===== config.mk =====
export PLATFORM = sky130hd
export DESIGN_NAME = fir_duty_adapter_flat
export DESIGN_NICKNAME = d
export VERILOG_FILES = /design/src/rtl/sonar_audio_pkg.sv /design/src/rtl/fir_duty_adapter_if.sv /design/src/rtl/fir_duty_adapter_round_sat.sv /design/src/rtl/fir_duty_adapter.sv /design/src/flat_wrapper.sv
export SDC_FILE = /design/constraint.sdc
export NUM_CORES = 1
export LEC_CHECK = 0
export ABC_AREA = 0
export CAP_MARGIN = 20
export CORE_AREA = 5 5 134 136
export CTS_CLUSTER_SIZE = 10
export DETAILED_ROUTE_END_ITERATION = 10
export DIE_AREA = 0 0 139 141
export GPL_TIMING_DRIVEN = 1
export PLACE_DENSITY = 0.88
export SYNTH_ARGS = -nofsm -noshare
export SYNTH_HDL_FRONTEND = slang
export SYNTH_HIERARCHICAL = 1
export SYNTH_SLANG_ARGS = --single-unit

===== constraint.sdc =====
create_clock -name clk -period 2.4 [get_ports clk]
set_input_delay 0.48 -clock clk [delete_from_list [all_inputs] [get_ports clk]]
set_output_delay 0.48 -clock clk [all_outputs]
set_load 0.02 [all_outputs]

===== src/rtl/sonar_audio_pkg.sv =====
// Shared widths and constants for the sonar audio FIR -> PWM output chain.
// No logic; constants only.
// Consumed by fir_duty_adapter, its interface and the PWM stage.
package sonar_audio_pkg;

    // Signed FIR output sample width
    localparam int FIR_OUT_W = 30;

    // Unsigned duty byte width and its midscale (zero signal) value
    localparam int DUTY_W = 8;
    localparam logic [DUTY_W-1:0] DUTY_MID = 8'h80;

    // Width of the saturating bring-up event counters
    localparam int EVT_CNT_W = 16;

endpackage


===== src/rtl/fir_duty_adapter_if.sv =====
// Signal bundle between the FIR sample source / PWM sink and fir_duty_adapter.
// No latency; wires only.
// No backpressure: samples are accepted on every in_valid cycle.
interface fir_duty_adapter_if
    import sonar_audio_pkg::*;
#(
    parameter int IN_W  = FIR_OUT_W,
    parameter int OUT_W = DUTY_W,
    parameter int CNT_W = EVT_CNT_W
);
    logic signed [IN_W-1:0]  in_data;
    logic                    in_valid;
    logic [4:0]              shift;
    logic                    period_start;
    logic                    clear;
    logic [OUT_W-1:0]        duty;
    logic                    pending_valid;
    logic [CNT_W-1:0]        clip_cnt;
    logic [CNT_W-1:0]        overrun_cnt;

    // Sample source / PWM side: drives samples and timing, observes duty
    modport master (
        output in_data, in_valid, shift, period_start, clear,
        input  duty, pending_valid, clip_cnt, overrun_cnt
    );

    // Adapter side
    modport slave (
        input  in_data, in_valid, shift, period_start, clear,
        output duty, pending_valid, clip_cnt, overrun_cnt
    );
endinterface


===== src/rtl/fir_duty_adapter_round_sat.sv =====
// Shift/round and clamp helpers for a signed tap: two independent combinational sections.
// Zero latency; the caller decides where to put a register between the sections.
// No flow control; pure function of the inputs.
module round_sat #(
    parameter int IN_W  = 30,
    parameter int OUT_W = 8
) (
    // rounding section
    input  logic signed [IN_W-1:0] i_data,
    input  logic [4:0]             i_shift,
    output logic signed [IN_W:0]   o_rnd,
    // clamp section
    input  logic signed [IN_W:0]   i_rnd,
    output logic [OUT_W-1:0]       o_sat,
    output logic                   o_clip
);
    // Shifting further than the sample width only ever yields 0 or -1
    localparam logic [4:0] SH_MAX = 5'(IN_W - 1);

    localparam logic signed [IN_W:0] SAT_MAX = (IN_W+1)'((2 ** (OUT_W - 1)) - 1);
    localparam logic signed [IN_W:0] SAT_MIN = ~SAT_MAX;
    localparam logic [OUT_W-1:0]     OUT_MAX = {1'b0, {(OUT_W-1){1'b1}}};
    localparam logic [OUT_W-1:0]     OUT_MIN = {1'b1, {(OUT_W-1){1'b0}}};

    logic [4:0]             w_sh;
    logic signed [IN_W:0]   w_bias;
    logic signed [IN_W:0]   w_sum;

    // Round half up: add half an output LSB, then arithmetic shift (one guard bit)
    always_comb begin
        w_sh   = (i_shift > SH_MAX) ? SH_MAX : i_shift;
        w_bias = '0;
        if (w_sh != 5'd0) begin
            w_bias[w_sh - 5'd1] = 1'b1;
        end
        w_sum = {i_data[IN_W-1], i_data} + w_bias;
        o_rnd = w_sum >>> w_sh;
    end

    // Clamp into the signed output range and flag any clamp
    always_comb begin
        o_clip = 1'b0;
        o_sat  = i_rnd[OUT_W-1:0];
        if (i_rnd > SAT_MAX) begin
            o_sat  = OUT_MAX;
            o_clip = 1'b1;
        end else if (i_rnd < SAT_MIN) begin
            o_sat  = OUT_MIN;
            o_clip = 1'b1;
        end
    end
endmodule


===== src/rtl/fir_duty_adapter.sv =====
// Converts signed FIR samples to offset-binary PWM duty, applied only at PWM period starts.
// Latency: in_valid at edge N -> duty at edge N+2 earliest (period_start high in cycle N+1).
// No backpressure: one sample per clock accepted; an unconsumed pending sample is overwritten (counted).
module fir_duty_adapter
    import sonar_audio_pkg::*;
#(
    parameter int IN_W  = FIR_OUT_W,
    parameter int OUT_W = DUTY_W,
    parameter int CNT_W = EVT_CNT_W
) (
    input  logic              clk,
    input  logic              reset_n,
    fir_duty_adapter_if.slave bus
);
    localparam logic [OUT_W-1:0] MID = {1'b1, {(OUT_W-1){1'b0}}};

    logic signed [IN_W:0]  r_s1;
    logic                  r_s1_vld;
    logic [OUT_W-1:0]      r_duty;
    logic [OUT_W-1:0]      r_pend;
    logic                  r_pend_vld;
    logic [CNT_W-1:0]      r_clip_cnt;
    logic [CNT_W-1:0]      r_ovr_cnt;

    logic signed [IN_W:0]  w_rnd;
    logic [OUT_W-1:0]      w_sat;
    logic                  w_clip;
    logic [OUT_W-1:0]      w_res;
    logic                  w_clip_inc;
    logic                  w_ovr_inc;

    round_sat #(
        .IN_W  (IN_W),
        .OUT_W (OUT_W)
    ) u_round_sat (
        .i_data  (bus.in_data),
        .i_shift (bus.shift),
        .o_rnd   (w_rnd),
        .i_rnd   (r_s1),
        .o_sat   (w_sat),
        .o_clip  (w_clip)
    );

    // Two's complement to offset binary: flip the sign bit
    assign w_res      = {~w_sat[OUT_W-1], w_sat[OUT_W-2:0]};
    assign w_clip_inc = r_s1_vld & w_clip;
    // A new sample arriving while one is still pending always discards the older one
    assign w_ovr_inc  = r_s1_vld & r_pend_vld;

    // Stage 1: register the shifted/rounded sample
    always_ff @(posedge clk or negedge reset_n) begin
        if (!reset_n) begin
            r_s1     <= '0;
            r_s1_vld <= 1'b0;
        end else begin
            r_s1_vld <= bus.in_valid;
            if (bus.in_valid) begin
                r_s1 <= w_rnd;
            end
        end
    end

    // Duty/pending buffer: duty only moves on period_start, latest sample wins
    always_ff @(posedge clk or negedge reset_n) begin
        if (!reset_n) begin
            r_duty     <= MID;
            r_pend     <= MID;
            r_pend_vld <= 1'b0;
        end else if (r_s1_vld) begin
            if (bus.period_start) begin
                r_duty     <= w_res;
                r_pend_vld <= 1'b0;
            end else begin
                r_pend     <= w_res;
                r_pend_vld <= 1'b1;
            end
        end else if (bus.period_start && r_pend_vld) begin
            r_duty     <= r_pend;
            r_pend_vld <= 1'b0;
        end
    end

    // Saturating event counters; clear beats a same-cycle increment
    always_ff @(posedge clk or negedge reset_n) begin
        if (!reset_n) begin
            r_clip_cnt <= '0;
            r_ovr_cnt  <= '0;
        end else if (bus.clear) begin
            r_clip_cnt <= '0;
            r_ovr_cnt  <= '0;
        end else begin
            if (w_clip_inc && (r_clip_cnt != '1)) begin
                r_clip_cnt <= r_clip_cnt + CNT_W'(1);
            end
            if (w_ovr_inc && (r_ovr_cnt != '1)) begin
                r_ovr_cnt <= r_ovr_cnt + CNT_W'(1);
            end
        end
    end

    assign bus.duty          = r_duty;
    assign bus.pending_valid = r_pend_vld;
    assign bus.clip_cnt      = r_clip_cnt;
    assign bus.overrun_cnt   = r_ovr_cnt;
endmodule


===== src/flat_wrapper.sv =====
// flat-port wrapper written by rule: the top's interface ports become plain ports
module fir_duty_adapter_flat import sonar_audio_pkg::*;
#(
    parameter int IN_W  = FIR_OUT_W,
    parameter int OUT_W = DUTY_W,
    parameter int CNT_W = EVT_CNT_W
)
  (clk, reset_n, bus_in_data, bus_in_valid, bus_shift, bus_period_start, bus_clear, bus_duty, bus_pending_valid, bus_clip_cnt, bus_overrun_cnt);
  fir_duty_adapter_if #(.IN_W(IN_W), .OUT_W(OUT_W), .CNT_W(CNT_W)) bus_i ();
  input  logic clk;
  input  logic reset_n;
  input wire logic [$bits(bus_i.in_data)-1:0] bus_in_data;
  input wire logic [$bits(bus_i.in_valid)-1:0] bus_in_valid;
  input wire logic [$bits(bus_i.shift)-1:0] bus_shift;
  input wire logic [$bits(bus_i.period_start)-1:0] bus_period_start;
  input wire logic [$bits(bus_i.clear)-1:0] bus_clear;
  output wire logic [$bits(bus_i.duty)-1:0] bus_duty;
  output wire logic [$bits(bus_i.pending_valid)-1:0] bus_pending_valid;
  output wire logic [$bits(bus_i.clip_cnt)-1:0] bus_clip_cnt;
  output wire logic [$bits(bus_i.overrun_cnt)-1:0] bus_overrun_cnt;
  assign bus_i.in_data = bus_in_data;
  assign bus_i.in_valid = bus_in_valid;
  assign bus_i.shift = bus_shift;
  assign bus_i.period_start = bus_period_start;
  assign bus_i.clear = bus_clear;
  assign bus_duty = bus_i.duty;
  assign bus_pending_valid = bus_i.pending_valid;
  assign bus_clip_cnt = bus_i.clip_cnt;
  assign bus_overrun_cnt = bus_i.overrun_cnt;
  fir_duty_adapter #(.IN_W(IN_W), .OUT_W(OUT_W), .CNT_W(CNT_W)) u_core (.clk(clk), .reset_n(reset_n), .bus(bus_i));
endmodule

==> results of run 1 <==
==> timing repair <==
action                                  in CTS
buffers inserted                            44
endpoints found under the setup margin      41
pin swaps                                  132
resized for setup                          295
cloned                                       1
==> through the flow <==
step,instance area [µm²],util,std cells
4_1_cts,13800,0.822,1707
3_3_place_gp,12000,0.713,1647
2_1_floorplan,9250,-,1126
3_5_place_dp,12000,0.713,1647
==> cells by family after synthesis <==
logic type,after synthesis,synth area share
fa+ha+maj,33,0.0482
mux,57,0.0745
buf+inv,98,0.0458
flops,81,0.233
other cells,1,0.000430
xor+xnor,13,0.0131
compound gates,410,0.336
simple gates,433,0.249
==> Yosys cell counts (12+ instances only) <==
master | number | share of area
a211oi_1 | 17 | 0.015
a21o_1 | 13 | 0.011
a21oi_1 | 86 | 0.049
a31oi_1 | 16 | 0.011
buf_2 | 16 | 0.0092
clkbuf_1 | 42 | 0.018
dfrtp_1 | 79 | 0.23
ha_1 | 32 | 0.046
inv_1 | 26 | 0.011
mux2_2 | 43 | 0.056
mux2i_1 | 12 | 0.014
nand2_1 | 106 | 0.046
nand3_1 | 42 | 0.024
nand4_1 | 29 | 0.021
nor2_1 | 113 | 0.049
nor3_1 | 40 | 0.023
nor4_1 | 13 | 0.0093
o211ai_1 | 20 | 0.017
o21a_1 | 12 | 0.010
o21ai_0 | 62 | 0.036
o22ai_1 | 15 | 0.011
o31ai_1 | 24 | 0.021
or3_1 | 16 | 0.011
or4_1 | 15 | 0.013
==> layer usage <==
| metal | GRT overflow | global-route usage |
|---|---|---|
| met1 | 6 | 0.815 |
| met2 | 223 | 0.982 |
| met3 | 8 | 0.706 |
| met4 | 139 | 0.859 |
| met5 | 3 | 0.321 |
==> impl_metrics.csv, run 1 <==
group,metric,value,unit
clock_network,h-tree-depth,3,
status,outcome,"did not finish",
clock_network,cts_buffers,9,
clock_network,cts_buffer_depth,2,
synthesis,ys_seq_area_frac,0.233,
synthesis,synth_cell_type_count,103,
timing,worstEndpointGrtRepair,"u_core/r_s1[15]$_DFFE_PN0P_/D",
grt,grt-ovfl-total,379,
status,firstError,"[ERROR GRT-0232] Routing congestion too high. Check the congestion heatmap in the GUI.",
place,io_buffers,80,
clock_network,cts_sinks,81,
die,rows,48,
die,die_w,139,µm
clock_network,ctsRootBufferMaster,"clkbuf_16",
place,gp_congestion,1.16,
synthesis,yosys_register_bits,81,
synthesis,post_synth_instance_area,8720,µm²
die,fp.dieH,141,µm
die,ioPinCount,81,
place,dpl.hpwl,26.5,mm
clock_network,ctsHoldBuffers,0,
synthesis,synth_edf_count,0,
synthesis,synth_warnings,6,
synthesis,synth.avg_cell_area,7.75,µm²
timing,worstEpCategory,"sequential cell input",
synthesis,syn_nets,1199,
grt,grtUsageTotal,0.831,
synthesis,ys.flop_type,"dfrtp_1",
synthesis,syn-instance-count,1126,
status,stop_stage,"global routing",
place,pre_cts_ws,-2.23,ns
synthesis,async_reset_ff_frac,1.00,
grt,grt_max_degree,53,
die,start_util,0.519,
==> run 2: changes to the inputs <==
--- a/config.mk
+++ b/config.mk
@@ -7,12 +7,11 @@
 export LEC_CHECK = 0
 export ABC_AREA = 0
 export CAP_MARGIN = 20
-export CORE_AREA = 5 5 134 136
-export CTS_CLUSTER_SIZE = 10
+export CORE_AREA = 5 5 154 156
 export DETAILED_ROUTE_END_ITERATION = 10
-export DIE_AREA = 0 0 139 141
+export DIE_AREA = 0 0 159 161
 export GPL_TIMING_DRIVEN = 1
-export PLACE_DENSITY = 0.88
+export PLACE_DENSITY_LB_ADDON = 0.15
 export SYNTH_ARGS = -nofsm -noshare
 export SYNTH_HDL_FRONTEND = slang
 export SYNTH_HIERARCHICAL = 1
==> constraint.sdc (replaced) <==
create_clock -name clk -period 3.1 [get_ports clk]
set_input_delay 0.62 -clock clk [delete_from_list [all_inputs] [get_ports clk]]
set_output_delay 0.62 -clock clk [all_outputs]
set_load 0.02 [all_outputs]
==> run 2 against run 1 <==
  * The flow now finishes, with violations (negative setup slack)
  * Synthesized cell count unchanged
  * Synthesized area unchanged
==> impl_metrics.csv, run 2 <==
group,metric,value,unit
status,outcome,"finished, violations left",
status,violations,"negative setup slack",
job,maxCapViolations,0,
timing,fmax,252,MHz
worst_hold_path,hold_class,"input pin to asynchronous set/reset pin",
worst_setup_path,rr_startpoint,"u_core/r_s1[8]",
worst_setup_path,startpoint_type,"input pin",
cells_and_area,nFillCells,1753,
timing,finalHoldViolations,0,
place,dpl.hpwl,27.6,mm
cells_and_area,layout_commonest_cell,"buf_4",
synthesis,synth-adder-area-share,0.0482,
cells_and_area,nNetsFinal,1582,
synthesis,netlist_top_cells_area,"dfrtp_1 (23%), mux2_2 (5.6%), a21oi_1 (4.9%), nor2_1 (4.9%), ha_1 (4.6%)",
clock_network,cts_buffer_depth,2,
clock_network,cts_sinks,81,
synthesis,synth_simple_gate_area_share,0.249,
route,dr.pass1.iters,6,
place,io_buffers,80,
timing,grt_setup_unrepaired,"true",
power,cellPowerDensity,292,nW/µm²
synthesis,synth.avg_cell_area,7.75,µm²
place,gp_congestion,1.00,
clock_network,h-tree-depth,3,
clock_network,clk_latency,0.34,ns
timing,worst_pin_slew,0.845,ns
timing,post-route-min-period,3.97,ns
die,fp.dieH,161,µm
cells_and_area,syn_to_final_growth,71.9,%
synthesis,synth_warnings,6,
synthesis,synth_edf_count,0,
timing,fin_skew,0.00712,ns
synthesis,async_reset_ff_frac,1.00,
timing,maxSlewViolCount,0,
synthesis,synth_compound_area_frac,0.336,
synthesis,synth_top_area_cell,"dfrtp_1",
grt,grt_max_degree,82,
synthesis,synth_top_family_by_area,"compound AO/OA/AOI/OAI gates",
power,leakagePower,6.06,nW
power,finalPower,4.38,mW
grt,antenna_found_initial,0,
route,wl_per_cell,20.8,µm
worst_setup_path,critical_path_class,"input pin to register",
synthesis,post_synth_instance_area,8720,µm²
place,dpl_cell_area,12200,µm²
route,drtIter0Drc,1009,
worst_setup_path,reg2reg_slack,0.41,ns
worst_setup_path,critical_path_required,3.32,ns
route,route.final.wire_length,37.5,mm
synthesis,synth_xor_area_frac,0.0131,
grt,grt_pass1_wl,58.2,mm
route,route.detailed.drc,0,
clock_network,cts_buffers,9,
synthesis,synth_mux_area_frac,0.0745,
grt,grtUsageTotal,0.273,
synthesis,yosys_register_bits,81,
synthesis,synth_top_cell_area_share,0.227,
synthesis,synth_most_common_cell,"nor2_1",
synthesis,syn_nets,1199,
clock_network,ctsHoldBuffers,0,
cells_and_area,num_antenna_cells,0,
die,ioPinCount,81,
worst_setup_path,critPathMaxFanout,5,
cells_and_area,largest_register,"u_core/r_s1",
die,die_w,159,µm
synthesis,ys_seq_area_frac,0.233,
clock_network,ctsRootBufferMaster,"clkbuf_16",
grt,grt_pass1_vias,10800,
cells_and_area,largest_reg_flops,31,
cells_and_area,final_cell_mix,"buf_4 (307), nand2_1 (82), nor2_1 (81)",
synthesis,synth_cell_type_count,103,
worst_setup_path,cp.arrival,4.19,ns
die,core_area,22200,µm²
clock_network,clkTransAtPathRegs,0.07,ns
timing,fin_ws,-0.871,ns
timing,fin_crit_sh,1.28,
synthesis,syn-instance-count,1126,
die,dieArea,25600,µm²
route,vias_per_cell,6.22,
route,vias,11200,
synthesis,netlist_top_cells_count,"nor2_1 (113), nand2_1 (106), a21oi_1 (86)",
synthesis,ys.flop_type,"dfrtp_1",
die,rows,55,
power,ir_drop,0.305,mV
timing,max_slew_margin,0.431,
route,detail-route-antenna-nets,0,
timing,fin_tns_setup,-20.79,ns
grt,grt-ovfl-total,0,
worst_setup_path,end_kind,"register",
place,pre_cts_ws,-1.94,ns
timing,finalSetupViolCount,31,
worst_setup_path,r2r-end,"u_core/bus.clip_cnt[9]",
worst_setup_path,r2r_cells,9,
cells_and_area,drive_above_1_share,0.482,
cells_and_area,final_area,15000,µm²
clock_network,tritoncts,"yes",
die,start_util,0.392,
[run 2: cell counts after synthesis]
No cell type changed its count.
[run 2: routing by layer]
layer / track usage / share of wire
met1: 0.370 / 0.43
met2: 0.441 / 0.47
met3: 0.0508 / 0.070
met4: 0.0892 / 0.035
met5: 0 / 0
[run 2: power breakdown]
part / total, mW / internal [mW] / switching, mW
sequential: 1.31 / 1.20 / 0.113
combinational: 2.04 / 0.992 / 1.05
clock: 1.03 / 0.557 / 0.474
total: 4.38 / 2.75 / 1.63
[run 2: worst max-delay path by stage]
stage,cells past startpoint,start,slack [ns],endpoint
6_report,19,bus_shift[1],-0.87,u_core/r_s1[15]
3_3_place_gp,16,bus_shift[1],-1.93,u_core/r_s1[7]
2_1_floorplan,17,bus_shift[1],-1.02,u_core/r_s1[9]
3_5_place_dp,16,bus_shift[0],-1.94,u_core/r_s1[7]
4_1_cts,19,bus_shift[1],-0.76,u_core/r_s1[15]
5_1_grt,19,bus_shift[1],-0.93,u_core/r_s1[15]
[run 2: repair_timing]
action	CTS	global route
buffers inserted	41	26
pin swaps	119	89
gates resized for setup	290	165
setup endpoints to repair	31	31
[run 2: area by class of cell]
| cell class | count | area (µm²) | area share |
|---|---|---|---|
| Clock buffer | 9 | 225 | 0.0150 |
| Clock inverter | 7 | 61.3 | 0.00409 |
| Inverter | 30 | 138 | 0.00918 |
| Multi-Input combinational cell | 947 | 8370 | 0.558 |
| Sequential cell | 81 | 2030 | 0.135 |
| Tap cell | 285 | 357 | 0.0238 |
| Timing Repair Buffer | 440 | 3810 | 0.254 |
[run 2: metrics by stage]
stage	std cells	utilization	hold WS (ns)
2_1_floorplan	1126	-	0.324
3_3_place_gp	1723	0.549	0.470
3_5_place_dp	1723	0.549	0.481
4_1_cts	1777	0.630	0.313
5_1_grt	1799	0.675	0.332
6_report	1799	0.675	0.300
[run 2: worst max-delay path, cell delays in order]
cell and delay (ns):
buf_8 0.10, buf_6 0.12, buf_4 0.16, nand2_8 0.09
nor2_4 0.06, fa_2 0.36, a21o_1 0.22, a22o_4 0.29
buf_6 0.14, o211ai_4 0.27, nand3_2 0.14, xnor2_1 0.26
buf_4 0.20, o2bb2ai_1 0.13, a211oi_2 0.08, buf_4 0.15
a21o_1 0.19, a221o_1 0.34, mux2_4 0.25
[run 2: kinds of logic after synthesis]
kind of cell | after synthesis
AO/OA/AOI/OAI | 410
XOR/XNOR | 13
adder cells (fa/ha/maj) | 33
buffers and inverters | 98
flip-flops | 81
multiplexers | 57
other | 1
AND/OR/NAND/NOR | 433
No activity file was read; power rests on OpenSTA's default activity.
